==> config.mk <==
export PLATFORM = sky130hd
export DESIGN_NAME = scaler_line_ctrl
export DESIGN_NICKNAME = d
export VERILOG_FILES = /design/src/rtl/scaler_pkg.sv /design/src/rtl/scaler_hdda.sv /design/src/rtl/scaler_line_ctrl.sv
export SDC_FILE = /design/constraint.sdc
export NUM_CORES = 1
export LEC_CHECK = 0
export BUFFER_PORTS_ARGS = -buffer_cell sky130_fd_sc_hd__buf_4
export CAP_MARGIN = 20
export CORE_UTILIZATION = 57
export CTS_CLUSTER_SIZE = 40
export DETAILED_ROUTE_END_ITERATION = 10
export PLACE_DENSITY = 0.83
export SLEW_MARGIN = 20
export SYNTH_ARGS = -nofsm -noshare
export SYNTH_HDL_FRONTEND = slang
export SYNTH_HIERARCHICAL = 1
export SYNTH_SLANG_ARGS = --single-unit
==> constraint.sdc <==
create_clock -name clk -period 6.6 [get_ports clk]
set_clock_uncertainty 0.1 [all_clocks]
set_input_delay 1.32 -clock clk [delete_from_list [all_inputs] [get_ports clk]]
set_output_delay 1.32 -clock clk [all_outputs]
set_load 0.01 [all_outputs]
==> src/rtl/scaler_pkg.sv <==
// Shared types and constants for the ping-pong scaler line-buffer controller.
package scaler_pkg;

  localparam int unsigned DefAddrW = 12;
  localparam int unsigned DefFracW = 8;
  localparam int unsigned NumSlots = 2;

  typedef enum logic [1:0] {
    StIdle,
    StWait,
    StRead
  } rd_state_e;

endpackage

==> src/rtl/scaler_hdda.sv <==
// Horizontal DDA for nearest-neighbour scaling: saturating source accumulator,
// source index clamp and output issue counter.
module scaler_hdda
  import scaler_pkg::*;
#(
  parameter int unsigned ADDR_W = DefAddrW,
  parameter int unsigned FRAC_W = DefFracW,
  parameter int unsigned WID_W  = 12
) (
  input  logic                     clk,
  input  logic                     rst_n,
  input  logic                     start,
  input  logic                     clear,
  input  logic [ADDR_W+FRAC_W-2:0] step,
  input  logic [WID_W-1:0]         in_width,
  input  logic [WID_W-1:0]         out_width,
  output logic [ADDR_W-2:0]        src_x,
  output logic                     issue,
  output logic                     last
);

  localparam int unsigned AccW = ADDR_W + FRAC_W;

  logic [AccW-1:0]   acc_q, acc_d;
  logic [AccW:0]     sum;
  logic [ADDR_W-1:0] int_x, max_x;
  logic [WID_W-1:0]  cnt_q;
  logic              active_q;

  always_comb begin
    sum   = {1'b0, acc_q} + {2'b00, step};
    acc_d = sum[AccW] ? '1 : sum[AccW-1:0];
    int_x = acc_q[AccW-1:FRAC_W];
    max_x = (in_width == '0) ? '0 : ADDR_W'(in_width - 1'b1);
    src_x = (int_x > max_x) ? max_x[ADDR_W-2:0] : int_x[ADDR_W-2:0];
  end

  assign issue = active_q;
  assign last  = active_q && (cnt_q == out_width - 1'b1);

  always_ff @(posedge clk or negedge rst_n) begin
    if (!rst_n) begin
      acc_q    <= '0;
      cnt_q    <= '0;
      active_q <= 1'b0;
    end else if (clear) begin
      active_q <= 1'b0;
    end else if (start) begin
      acc_q    <= '0;
      cnt_q    <= '0;
      // A zero-width line never becomes active, so nothing is issued.
      active_q <= (out_width != '0);
    end else if (active_q) begin
      acc_q <= acc_d;
      cnt_q <= cnt_q + 1'b1;
      if (last) active_q <= 1'b0;
    end
  end

endmodule

==> src/rtl/scaler_line_ctrl.sv <==
// Ping-pong line-buffer controller: writes input lines into two RAM slots and
// reads a full slot back as one horizontally scaled output line.
module scaler_line_ctrl
  import scaler_pkg::*;
#(
  parameter int unsigned ADDR_W = DefAddrW,
  parameter int unsigned FRAC_W = DefFracW,
  parameter int unsigned WID_W  = 12
) (
  input  logic                     clk,
  input  logic                     rst_n,
  input  logic [WID_W-1:0]         cfg_in_width,
  input  logic [WID_W-1:0]         cfg_out_width,
  input  logic [ADDR_W+FRAC_W-2:0] cfg_h_step,
  input  logic                     in_vs,
  input  logic                     in_de,
  input  logic [7:0]               in_data,
  output logic                     ram_wr_en,
  output logic [ADDR_W-1:0]        ram_wr_addr,
  output logic [7:0]               ram_wr_data,
  output logic [ADDR_W-1:0]        ram_rd_addr,
  input  logic [7:0]               ram_rd_data,
  input  logic                     out_req,
  output logic                     out_busy,
  output logic                     out_valid,
  output logic [7:0]               out_data,
  output logic                     out_last,
  output logic                     status_ovf
);

  localparam int unsigned XW = ADDR_W - 1;
  localparam logic [WID_W-1:0] SlotPixels = WID_W'(2 ** XW);

  logic [WID_W-1:0]    in_w_eff, wr_x_q;
  logic [NumSlots-1:0] full_q, set_mask, clr_mask;
  logic                wr_slot_q, rd_slot_q, in_de_q, drop_q;
  logic                de_rise, de_fall, drop_now, wr_fire;
  rd_state_e           state_q, state_d;
  logic                start, release_slot;
  logic [XW-1:0]       src_x;
  logic                issue, last;
  logic                out_valid_q, out_last_q, ovf_q;
  logic                wr_en_q;
  logic [ADDR_W-1:0]   wr_addr_q;
  logic [7:0]          wr_data_q;

  scaler_hdda #(
    .ADDR_W (ADDR_W),
    .FRAC_W (FRAC_W),
    .WID_W  (WID_W)
  ) u_hdda (
    .clk       (clk),
    .rst_n     (rst_n),
    .start     (start),
    .clear     (in_vs),
    .step      (cfg_h_step),
    .in_width  (in_w_eff),
    .out_width (cfg_out_width),
    .src_x     (src_x),
    .issue     (issue),
    .last      (last)
  );

  always_comb begin
    in_w_eff = (cfg_in_width > SlotPixels) ? SlotPixels : cfg_in_width;
    de_rise  = in_de & ~in_de_q;
    de_fall  = ~in_de & in_de_q;
    // Drop decision is taken once at line start and held for the whole line.
    drop_now = de_rise ? full_q[wr_slot_q] : drop_q;
    wr_fire  = in_de & ~drop_now & (wr_x_q < in_w_eff);
    set_mask = '0;
    if (de_fall && (wr_x_q != '0)) set_mask[wr_slot_q] = 1'b1;

    start        = 1'b0;
    release_slot = 1'b0;
    state_d      = state_q;
    unique case (state_q)
      StIdle: begin
        if (out_req && !out_valid_q) begin
          if (full_q[rd_slot_q]) begin
            start   = 1'b1;
            state_d = StRead;
          end else begin
            state_d = StWait;
          end
        end
      end
      StWait: begin
        if (full_q[rd_slot_q]) begin
          start   = 1'b1;
          state_d = StRead;
        end
      end
      StRead: begin
        if (!issue || last) begin
          release_slot = 1'b1;
          state_d      = StIdle;
        end
      end
      default: state_d = StIdle;
    endcase
    clr_mask = '0;
    if (release_slot) clr_mask[rd_slot_q] = 1'b1;
  end

  always_ff @(posedge clk or negedge rst_n) begin
    if (!rst_n) begin
      full_q      <= '0;
      wr_slot_q   <= 1'b0;
      rd_slot_q   <= 1'b0;
      wr_x_q      <= '0;
      in_de_q     <= 1'b0;
      drop_q      <= 1'b0;
      ovf_q       <= 1'b0;
      state_q     <= StIdle;
      wr_en_q     <= 1'b0;
      wr_addr_q   <= '0;
      wr_data_q   <= '0;
      out_valid_q <= 1'b0;
      out_last_q  <= 1'b0;
    end else if (in_vs) begin
      full_q      <= '0;
      wr_slot_q   <= 1'b0;
      rd_slot_q   <= 1'b0;
      wr_x_q      <= '0;
      in_de_q     <= in_de;
      drop_q      <= 1'b0;
      ovf_q       <= 1'b0;
      state_q     <= StIdle;
      wr_en_q     <= 1'b0;
      out_valid_q <= 1'b0;
      out_last_q  <= 1'b0;
    end else begin
      in_de_q <= in_de;
      full_q  <= (full_q | set_mask) & ~clr_mask;
      if (de_fall) begin
        wr_x_q <= '0;
        drop_q <= 1'b0;
        if (wr_x_q != '0) wr_slot_q <= ~wr_slot_q;
      end else if (wr_fire) begin
        wr_x_q <= wr_x_q + 1'b1;
      end
      if (de_rise) drop_q <= full_q[wr_slot_q];
      if (de_rise && full_q[wr_slot_q]) ovf_q <= 1'b1;
      wr_en_q <= wr_fire;
      if (wr_fire) begin
        wr_addr_q <= {wr_slot_q, wr_x_q[XW-1:0]};
        wr_data_q <= in_data;
      end
      state_q <= state_d;
      if (release_slot) rd_slot_q <= ~rd_slot_q;
      out_valid_q <= issue;
      out_last_q  <= last;
    end
  end

  assign ram_wr_en   = wr_en_q;
  assign ram_wr_addr = wr_addr_q;
  assign ram_wr_data = wr_data_q;
  // RAM has no output register, so the address is driven straight from the DDA.
  assign ram_rd_addr = {rd_slot_q, src_x};
  assign out_busy    = (state_q != StIdle) | out_valid_q;
  assign out_valid   = out_valid_q;
  assign out_last    = out_last_q;
  assign out_data    = out_valid_q ? ram_rd_data : 8'h00;
  assign status_ovf  = ovf_q;

endmodule

# Word-level counts from Yosys, hierarchy flattened
# Index checks and enable logic that the tools add are counted.
[word_totals]
latchBits = 0
mem_bits_rw = 0
n_memories = 0
word_cells = 125
mem_bits_ro = 0
register_bits = 77
[classes]
n_eq_ne = 6
magnitude_cmp = 7
n_reduce_logical = 25
shift = 0
div_mod_pow = 0
n_mul = 0
addsub = 5
bitwise = 14
n_mux = 52
[op_table]
columns = ["cell", "n"]
rows = [
  ["2-to-1 mux 12 bit", 7],
  ["2-to-1 mux 20 bit", 3],
  ["2-to-1 mux 1 bit", 28],
  ["adder 12 x 1 -> 12 bit, second input constant", 2],
  ["nonzero test 12 bit", 2],
  ["subtractor 12 x 1 -> 12 bit, second input constant", 2],
  ["adder 20 x 19 -> 21 bit", 1],
  ["2-to-1 mux 2 bit", 8],
  ["== test 12 bit", 1],
  ["> comparator 12 bit", 1],
  ["> comparator 12 bit, second input constant", 1],
  ["logical NOT 12 bit", 1],
  ["< comparator 12 bit", 1],
  ["nonzero test 2 bit", 6],
  ["2-to-1 mux 11 bit", 1],
  ["inequality test 3 bit, second input constant", 3],
  ["2-to-1 mux 8 bit", 1],
  ["logical AND 1 bit", 6],
  ["NOT 1 bit", 6],
  ["case mux 2 bit (3 select lines)", 1],
  ["AND reduction 2 bit", 3],
  ["nonzero test 3 bit", 2],
  ["AND 1 bit", 4],
  ["< comparator 1 x 2 -> 1 bit, second input constant", 2],
  ["other kinds (13)", 16],
]

# Longest topological paths before layout
# Gate-level depths: netlist of run 1.
[depth]
depth_word = 10
ltp_mapped = 19
ltp_nobuf = 17

# By module
# Netlist of run 1, hierarchy kept.
[modules_own_cells]
columns = ["module", "area_each_um2", "instances", "seq_area_each_um2", "cells_per_inst"]
rows = [
  ["scaler_hdda", 3447.1, 1, 825.8, 435],
  ["scaler_line_ctrl", 2448.6, 1, 1101.1, 230],
]

# Least setup slack after synthesis of run 1
# Ideal clock, no wire load.
[synth_path]
path_kind = "in2out"
startpoint = "input cfg_in_width[11]"
endpoint = "output ram_rd_addr[10]"
arrival_time_ns = 4.513
stages = 17
path_buffers = 3
t_required_ns = 5.180
path_slack_ns = 0.667
path_cell_list = "inv_1 clkbuf_1 nand2_1 inv_1 or4_1 nor3_1 clkbuf_1 a21o_1 ha_1 a21o_1 a21o_1 a21oi_1 o21ai_0 a211oi_1 a211o_1 buf_2 mux2i_1"
[synth_via]
elab_chain_len = 6
word_cells_on_any_way = 7
classes_between = "add/sub: 1; order compare: 2; mux: 3; reduce/logical: 1"
[synth_rtl]
columns = ["item", "line_no", "text"]
rows = [
  ["from (decl)", "scaler_line_ctrl.sv:12", "input logic [WID_W-1:0] cfg_in_width,"],
  ["> comparator 12 bit *", "scaler_line_ctrl.sv:65", "in_w_eff = (cfg_in_width > SlotPixels) ? SlotPixels : cfg_in_width;"],
  ["2-to-1 mux 12 bit *", "scaler_line_ctrl.sv:65", ""],
  ["named net in_w_eff[8]", "scaler_line_ctrl.sv:34", "logic [WID_W-1:0] in_w_eff, wr_x_q;"],
  ["subtractor 12 x 1 -> 12 bit or logical NOT 12 bit (tied branches)", "scaler_hdda.sv:34", "max_x = (in_width == '0) ? '0 : ADDR_W'(in_width - 1'b1);"],
  ["2-to-1 mux 12 bit *", "scaler_hdda.sv:34", ""],
  ["> comparator 12 bit", "scaler_hdda.sv:35", "src_x = (int_x > max_x) ? max_x[ADDR_W-2:0] : int_x[ADDR_W-2:0];"],
  ["2-to-1 mux 11 bit *", "scaler_hdda.sv:35", ""],
  ["to (decl)", "scaler_line_ctrl.sv:21", "output logic [ADDR_W-1:0] ram_rd_addr,"],
]
# The timed path passes the listed nets; every way through them passes the cells marked *.

# Worst setup path in the final report of run 1
[layout_path]
startpoint = "input cfg_in_width[11]"
endpoint = "output ram_rd_addr[3]"
# The elaborated chain is that of the path after synthesis.

==> results of run 1 <==
## critical path: stages
cell                       delay [ns]
sky130_fd_sc_hd__buf_4           0.11
sky130_fd_sc_hd__inv_1           0.16
sky130_fd_sc_hd__nand2_1         0.13
sky130_fd_sc_hd__inv_1           0.08
sky130_fd_sc_hd__or3_1           0.40
sky130_fd_sc_hd__nor2_1          0.20
sky130_fd_sc_hd__nand3_2         0.16
sky130_fd_sc_hd__nor4_2          0.21
sky130_fd_sc_hd__xnor2_1         0.09
sky130_fd_sc_hd__or2_2           0.29
sky130_fd_sc_hd__ha_1            0.31
sky130_fd_sc_hd__nand4_1         0.12
sky130_fd_sc_hd__nor2_1          0.08
sky130_fd_sc_hd__a21o_1          0.19
sky130_fd_sc_hd__a211oi_1        0.24
sky130_fd_sc_hd__a211o_1         0.22
sky130_fd_sc_hd__buf_4           0.22
sky130_fd_sc_hd__mux2i_1         0.25
sky130_fd_sc_hd__buf_4           0.16
## where the power goes
part	leakage [nW]	internal (mW)	switching, mW	total, mW
Combinational	2.36	0.506	0.585	1.09
Clock	0.0947	0.146	0.202	0.349
Sequential	1.01	0.561	0.101	0.662
Total	3.47	1.21	0.888	2.10
## path summary, 6_finish.rpt
path | startpoint | to | slack (ns) | depth (start not counted)
worst max-delay path | cfg_in_width[11] | ram_rd_addr[3] | 0.25 | 19
worst max register to register | wr_x_q[3] | ram_wr_data[5] | 3.49 | 6
worst min register to register | u_hdda/acc_q[5] | u_hdda/acc_q[5] | 0.38 | 2
worst min-delay path | u_hdda/acc_q[5] | u_hdda/acc_q[5] | 0.38 | 2
max in group asynchronous | rst_n | u_hdda/acc_q[18] | 4.76 | 1
min in group asynchronous | rst_n | ram_wr_data[2] | 1.00 | 1
## cells by family (layout without fill, tap and decap cells)
group	after synthesis	in the layout	share of synthesized area
AO/OA/AOI/OAI	157	157	0.171
XOR/XNOR	44	44	0.0654
adder cells (fa/ha/maj)	49	49	0.105
buffers and inverters	67	171	0.0490
flip-flops	77	77	0.327
multiplexers	38	38	0.0794
AND/OR/NAND/NOR	233	233	0.203
## Yosys cell counts, types with 7 or more instances
cell	number
sky130_fd_sc_hd__inv_1	43
sky130_fd_sc_hd__or3_1	8
sky130_fd_sc_hd__a21oi_1	39
sky130_fd_sc_hd__dfrtp_1	77
sky130_fd_sc_hd__nor3_1	15
sky130_fd_sc_hd__nand2_1	73
sky130_fd_sc_hd__mux2i_1	16
sky130_fd_sc_hd__mux2_4	16
sky130_fd_sc_hd__clkbuf_1	15
sky130_fd_sc_hd__nand2b_1	9
sky130_fd_sc_hd__nor2b_1	12
sky130_fd_sc_hd__a31oi_1	20
sky130_fd_sc_hd__nand4_1	11
sky130_fd_sc_hd__xnor2_1	23
sky130_fd_sc_hd__a21o_1	11
sky130_fd_sc_hd__o21ai_0	41
sky130_fd_sc_hd__xor2_1	21
sky130_fd_sc_hd__and3_1	7
sky130_fd_sc_hd__nand3_1	18
sky130_fd_sc_hd__and2_1	11
sky130_fd_sc_hd__nor2_1	39
sky130_fd_sc_hd__ha_1	48
## stage by stage
stage / cell area (um^2) / std cells
global placement: 6770 / 885
detailed placement: 6770 / 885
global route: 6980 / 902
CTS: 6960 / 901
floorplan: 5900 / 665
finish: 6980 / 902
## final cells by class
cell class / instances / area share
inverters: 43 / 0.0231
clock inverters: 7 / 0.00932
flip-flops and latches: 77 / 0.276
well taps: 133 / 0.0238
repair buffers: 112 / 0.120
clock buffers: 9 / 0.0177
multi-input cells: 521 / 0.529
## what timing repair did
action                                  in CTS  in global routing
endpoints found under the setup margin       0                 11
buffers inserted                             0                  1
resized for setup                            0                  2
## layout by cell type (no fill, tap or decap), types with 5 or more instances in the layout
master                       n
sky130_fd_sc_hd__clkbuf_8    9
sky130_fd_sc_hd__o21ai_0    41
sky130_fd_sc_hd__inv_1      43
sky130_fd_sc_hd__nand4_1    11
sky130_fd_sc_hd__xnor2_1    23
sky130_fd_sc_hd__mux2_2      6
sky130_fd_sc_hd__nand3_1    17
sky130_fd_sc_hd__a21oi_1    39
sky130_fd_sc_hd__mux2_4     16
sky130_fd_sc_hd__nor3_1     14
sky130_fd_sc_hd__dfrtp_1    77
sky130_fd_sc_hd__buf_4     112
sky130_fd_sc_hd__a31oi_1    20
sky130_fd_sc_hd__and2_1     11
sky130_fd_sc_hd__ha_1       48
sky130_fd_sc_hd__nand2_1    73
sky130_fd_sc_hd__xor2_1     21
sky130_fd_sc_hd__mux2i_1    16
sky130_fd_sc_hd__or3_1       8
sky130_fd_sc_hd__nor2_1     38
sky130_fd_sc_hd__a21o_1     11
sky130_fd_sc_hd__o211ai_1    5
sky130_fd_sc_hd__and3_1      7
sky130_fd_sc_hd__nor2b_1    12
sky130_fd_sc_hd__nand3b_1    6
sky130_fd_sc_hd__or2_2       6
sky130_fd_sc_hd__nand2b_1    9
## sequential cells by signal (all words and copies together) (netlist names)
| name | flops |
|---|---|
| ram_wr_en | 1 |
| ram_wr_addr | 12 |
| wr_x_q | 12 |
| full_q | 2 |
| in_de_q | 1 |
| u_hdda/issue | 1 |
| u_hdda/acc_q | 20 |
| ram_wr_data | 8 |
| state_q | 2 |
| out_last | 1 |
| drop_q | 1 |
| rd_slot_q | 1 |
| status_ovf | 1 |
| out_valid | 1 |
| u_hdda/cnt_q | 12 |
| wr_slot_q | 1 |
## per-layer routing
metal,vias up,track usage,wire length [um],share of wire
met5,-,0,0,0
met2,152,0.463,6950,0.49
met1,2572,0.332,6250,0.44
met4,0,0.0735,212,0.015
met3,21,0.0560,670,0.048
li1,2574,-,-,-
==> reports/metrics.cfg, run 1 <==
[power]
max-vdd-ir-drop_mv=0.213
power_leakage_nw=3.47
pwr_per_cell_area_nw_per_um2=301
finalPower_mw=2.10

[floorplanning]
fp.dieW_um=104
core_area_um2=9910
die_area_um2=10800
fp.dieH_um=104
initial_utilization=0.595
fp-row-count=36
boundaryPins=109

[clock_tree]
clk-insertion-delay-late_ns=0.37
tritoncts_clock_tree=done
ctsHtreeMaxLevel=3
cts_hold_buf=0
clock_path_buffers=2
cts_num_sinks=77
cts_inserted_buffers=9
clockRootBuffer=sky130_fd_sc_hd__clkbuf_8
clock_transition_at_the_registers_of_the_reported_paths_ns=0.09

[setup_path]
critical_path.endpoint_type=primary output
cp-start-kind=primary input
timing.critical_path.fanout_max=11
timing.setup.critical_path_class=primary input to primary output
crit_arrival_ns=4.93
required_ns=5.18

[yosys]
synth_area_leader_cell=sky130_fd_sc_hd__dfrtp_1
ys_seq_elements=77
synth_nets=778
synthesis.instances=665
synth.distinct_cells=69
syn-cell-area_um2=5900
yosysWarnings=6
syn_area_per_cell_um2=8.87
share_of_the_synthesized_area_in_the_top_cell_type=0.327
number_of_flops_mapped_to_enable_cells_by_yosys=0
async_reset_ff_frac=1.00
seq_area_frac_synth=0.327
cell_types_with_the_largest_area_share_after_synthesis=sky130_fd_sc_hd__dfrtp_1 33%, sky130_fd_sc_hd__ha_1 10%, sky130_fd_sc_hd__nand2_1 4.6%, sky130_fd_sc_hd__mux2_4 4.1%, sky130_fd_sc_hd__o21ai_0 3.5%
synth_ff_type=sky130_fd_sc_hd__dfrtp_1

[global_route]
antenna_found_initial=0
first_global_vias=5088
grt_first_pass_wirelength_um=23600
gr-total-overflow=0
pin_count_of_the_biggest_net_entering_global_routing=78
track_usage=0.265

[run]
cap_viol_max_count=0

[finish]
fillerInstances=804
nets=877
area.sequential_um2=1930
fraction_of_final_layout_cells_sized_beyond_drive_strength_1=0.225
syn_to_final_growth_pct=18.4
insertedDiodeCount=0
multi_input_comb_area_um2=3700
final_core_utilization=0.704

[timing]
timing_worst_slew_pin_value_ns=0.966
tns_ns=0
hold_viol=0
setup-violations-final=0
finalCritPeriodShare=0.962
setup_ws_ns=0.249
period_minus_slack_ns=6.35
finalHoldWorstSlack_ns=0.383
timing.max_slew.rel_slack=0.356
achievable-frequency_mhz=157
slew_limit_fails=0
grt_setup_unrepaired=no

[placed_design]
io_buffer_count=108
dp_hpwl_um=10500
gp_congestion=0.920
pre_cts_slack_ns=0.101

[drt]
via_per_inst=5.90
dr_drc_count=0
initialDrtViolationCount=283
wire_per_inst_um=15.6
antenna_left=0
final_wirelength_um=14100
dr_total_vias=5319
dr.pass1.iters=5

[outcome]
outcome=complete, no violations

[min_path]
worstHoldPathType=register to register

No activity file was read; power rests on OpenSTA's default activity.
==> run 2: changes to the inputs <==
- CAP_MARGIN: 20 -> unset
- CORE_UTILIZATION: 57 -> 58
- CTS_BUF_LIST: unset -> sky130_fd_sc_hd__clkbuf_2 sky130_fd_sc_hd__clkbuf_4 sky130_fd_sc_hd__clkbuf_8
- PLACE_DENSITY: 0.83 -> 0.84
- clock period: 6.6 -> 7.2 ns (I/O delays scaled with it)
==> reports/metrics.cfg, run 2 (same netlist as run 1, synthesis figures left out) <==
[timing]
timing.max_slew.rel_slack=0.359  ; +0.00321
hold_viol=0  ; unchanged
setup-violations-final=0  ; unchanged
setup_ws_ns=0.518  ; +0.269 ns
grt_setup_unrepaired=no
slew_limit_fails=0  ; unchanged
period_minus_slack_ns=6.68
timing_worst_slew_pin_value_ns=0.961  ; -0.00481 ns
tns_ns=0  ; unchanged
achievable-frequency_mhz=150
finalCritPeriodShare=0.928

[setup_path]
timing.critical_path.fanout_max=11  ; unchanged
worst-r2r-setup-slack_ns=4.11  ; +0.62 ns
required_ns=5.66  ; +0.48 ns
crit_arrival_ns=5.14  ; +0.21 ns
reg_to_reg_start=wr_x_q[1]
timing.rr.end=ram_wr_data[2]
timing.setup.critical_path_class=primary input to primary output
worst_r2r_path_depth=6  ; unchanged
critical_path.endpoint_type=primary output
cp-start-kind=primary input

[run]
cap_viol_max_count=0  ; unchanged

[global_route]
track_usage=0.272  ; +0.00674
grt_first_pass_wirelength_um=22700  ; -3.4%
first_global_vias=5046  ; -0.83%
gr-total-overflow=0  ; unchanged
pin_count_of_the_biggest_net_entering_global_routing=78  ; unchanged
antenna_found_initial=0  ; unchanged

[clock_tree]
clk-insertion-delay-late_ns=0.35  ; -0.02 ns
clock_path_buffers=2  ; unchanged
clockRootBuffer=sky130_fd_sc_hd__clkbuf_8
cts_hold_buf=0  ; unchanged
tritoncts_clock_tree=done
clock_transition_at_the_registers_of_the_reported_paths_ns=0.09  ; about the same
cts_num_sinks=77  ; unchanged
ctsHtreeMaxLevel=3  ; unchanged
cts_inserted_buffers=9  ; unchanged

[drt]
via_per_inst=5.90  ; about the same
antenna_left=0  ; unchanged
dr.pass1.iters=4  ; -1
final_wirelength_um=13800  ; -1.9%
wire_per_inst_um=15.4  ; -1.7%
dr_total_vias=5306  ; -0.24%
dr_drc_count=0  ; unchanged
initialDrtViolationCount=193  ; -32%

[finish]
layout_commonest_cell=sky130_fd_sc_hd__buf_4
area.sequential_um2=1930  ; unchanged
registers.top_by_ff_count=u_hdda/acc_q
multi_input_comb_area_um2=3690  ; -0.24%
syn_to_final_growth_pct=18.3  ; about the same
fraction_of_final_layout_cells_sized_beyond_drive_strength_1=0.222  ; -0.00332
insertedDiodeCount=0  ; unchanged
fillerInstances=786  ; -2.2%
largest_register_ffs=20  ; unchanged
nets=875  ; -0.23%
most_used_cells_in_the_layout_excluding_fill_and_tap_cells=110 x sky130_fd_sc_hd__buf_4, 77 x sky130_fd_sc_hd__dfrtp_1, 73 x sky130_fd_sc_hd__nand2_1, 48 x sky130_fd_sc_hd__ha_1, 43 x sky130_fd_sc_hd__inv_1

[min_path]
worstHoldEndpoint=u_hdda/acc_q[0]
worstHoldPathType=register to register
hold_start=u_hdda/acc_q[0]
hold-path-cell-count=2  ; unchanged

[placed_design]
gp_congestion=0.873  ; -5.1%
dp_hpwl_um=10400  ; -0.90%
pre_cts_slack_ns=0.406  ; +0.306 ns
io_buffer_count=108  ; unchanged

[floorplanning]
core_area_um2=9820  ; -0.91%
fp.dieH_um=103  ; -0.85%
initial_utilization=0.600  ; +0.00546
boundaryPins=109  ; unchanged
fp-row-count=36  ; unchanged
fp.dieW_um=103  ; -0.85%
die_area_um2=10600  ; -1.7%

[outcome]
outcome=complete, no violations

[power]
pwr_per_cell_area_nw_per_um2=278  ; -7.7%
max-vdd-ir-drop_mv=0.202  ; -5.5%
power_leakage_nw=3.46  ; -0.26%

## run 2: cell types whose count changed in the layout (fill, tap and decap cells not counted), sizes merged
cell | previous run | this run
bufinv | 0 | 1
inv | 48 | 45
clkinv | 1 | 2
buf | 112 | 110
clkinvlp | 1 | 2
## run 2: layer usage
| layer | vias up | global-route usage | routed length, um |
|---|---|---|---|
| li1 | 2565 | - | - |
| met1 | 2529 | 0.345 | 6150 |
| met2 | 189 | 0.466 | 6650 |
| met3 | 23 | 0.0502 | 822 |
| met4 | 0 | 0.0953 | 202 |
| met5 | - | 0 | 0 |
## run 2: critical path: stages
cell and delay [ns]:
sky130_fd_sc_hd__buf_4 0.11, sky130_fd_sc_hd__inv_1 0.16, sky130_fd_sc_hd__nand2_1 0.14, sky130_fd_sc_hd__inv_1 0.08, sky130_fd_sc_hd__or3_1 0.39, sky130_fd_sc_hd__nor2_1 0.18
sky130_fd_sc_hd__nand3_1 0.20, sky130_fd_sc_hd__nor4_2 0.23, sky130_fd_sc_hd__xnor2_1 0.10, sky130_fd_sc_hd__or2_2 0.30, sky130_fd_sc_hd__ha_1 0.32, sky130_fd_sc_hd__a21oi_1 0.21
sky130_fd_sc_hd__o21ai_0 0.15, sky130_fd_sc_hd__a211oi_1 0.25, sky130_fd_sc_hd__a211o_2 0.34, sky130_fd_sc_hd__mux2_2 0.38, sky130_fd_sc_hd__buf_4 0.14
## run 2: cell type report
cell class                 instances  area share
clock inverter                     7      0.0118
timing repair buffer             110       0.118
clock buffer                       9      0.0178
sequential                        77       0.276
inverter                          43      0.0231
tap                              133      0.0239
multi-input combinational        521       0.529
## run 2: timing repair
action	CTS	global route
buffers inserted	0	0
resized for setup	0	1
endpoints found under the setup margin	0	1
## run 2: through the flow
step                std cells  area [um^2]   util  power (mW)  hold WS [ns]
global placement          884         6760  0.689        1.55         0.354
finish                    900         6970  0.710        1.94         0.377
detailed placement        884         6760  0.689        1.59         0.362
global route              900         6970  0.710        2.09         0.427
floorplan                 665         5900      -        1.29         0.343
CTS                       900         6970  0.710        1.93         0.380
## run 2: worst max path at each step
stage | from | end | slack, ns | cells after the start
3_3_place_gp | cfg_in_width[11] | ram_rd_addr[0] | 0.57 | 18
5_1_grt | cfg_in_width[11] | ram_rd_addr[0] | 0.19 | 18
4_1_cts | cfg_in_width[11] | ram_rd_addr[0] | 0.38 | 18
6_report | cfg_in_width[11] | ram_rd_addr[0] | 0.52 | 17
3_5_place_dp | cfg_in_width[11] | ram_rd_addr[0] | 0.41 | 18
2_1_floorplan | cfg_in_width[11] | ram_rd_addr[10] | 1.03 | 17
## run 2: where the power goes
| part | leakage [nW] | internal [mW] | switching [mW] | total [mW] |
|---|---|---|---|---|
| Combinational | 2.35 | 0.454 | 0.542 | 0.996 |
| Clock | 0.0980 | 0.165 | 0.178 | 0.343 |
| Sequential | 1.01 | 0.514 | 0.0864 | 0.601 |
| Total | 3.46 | 1.13 | 0.806 | 1.94 |
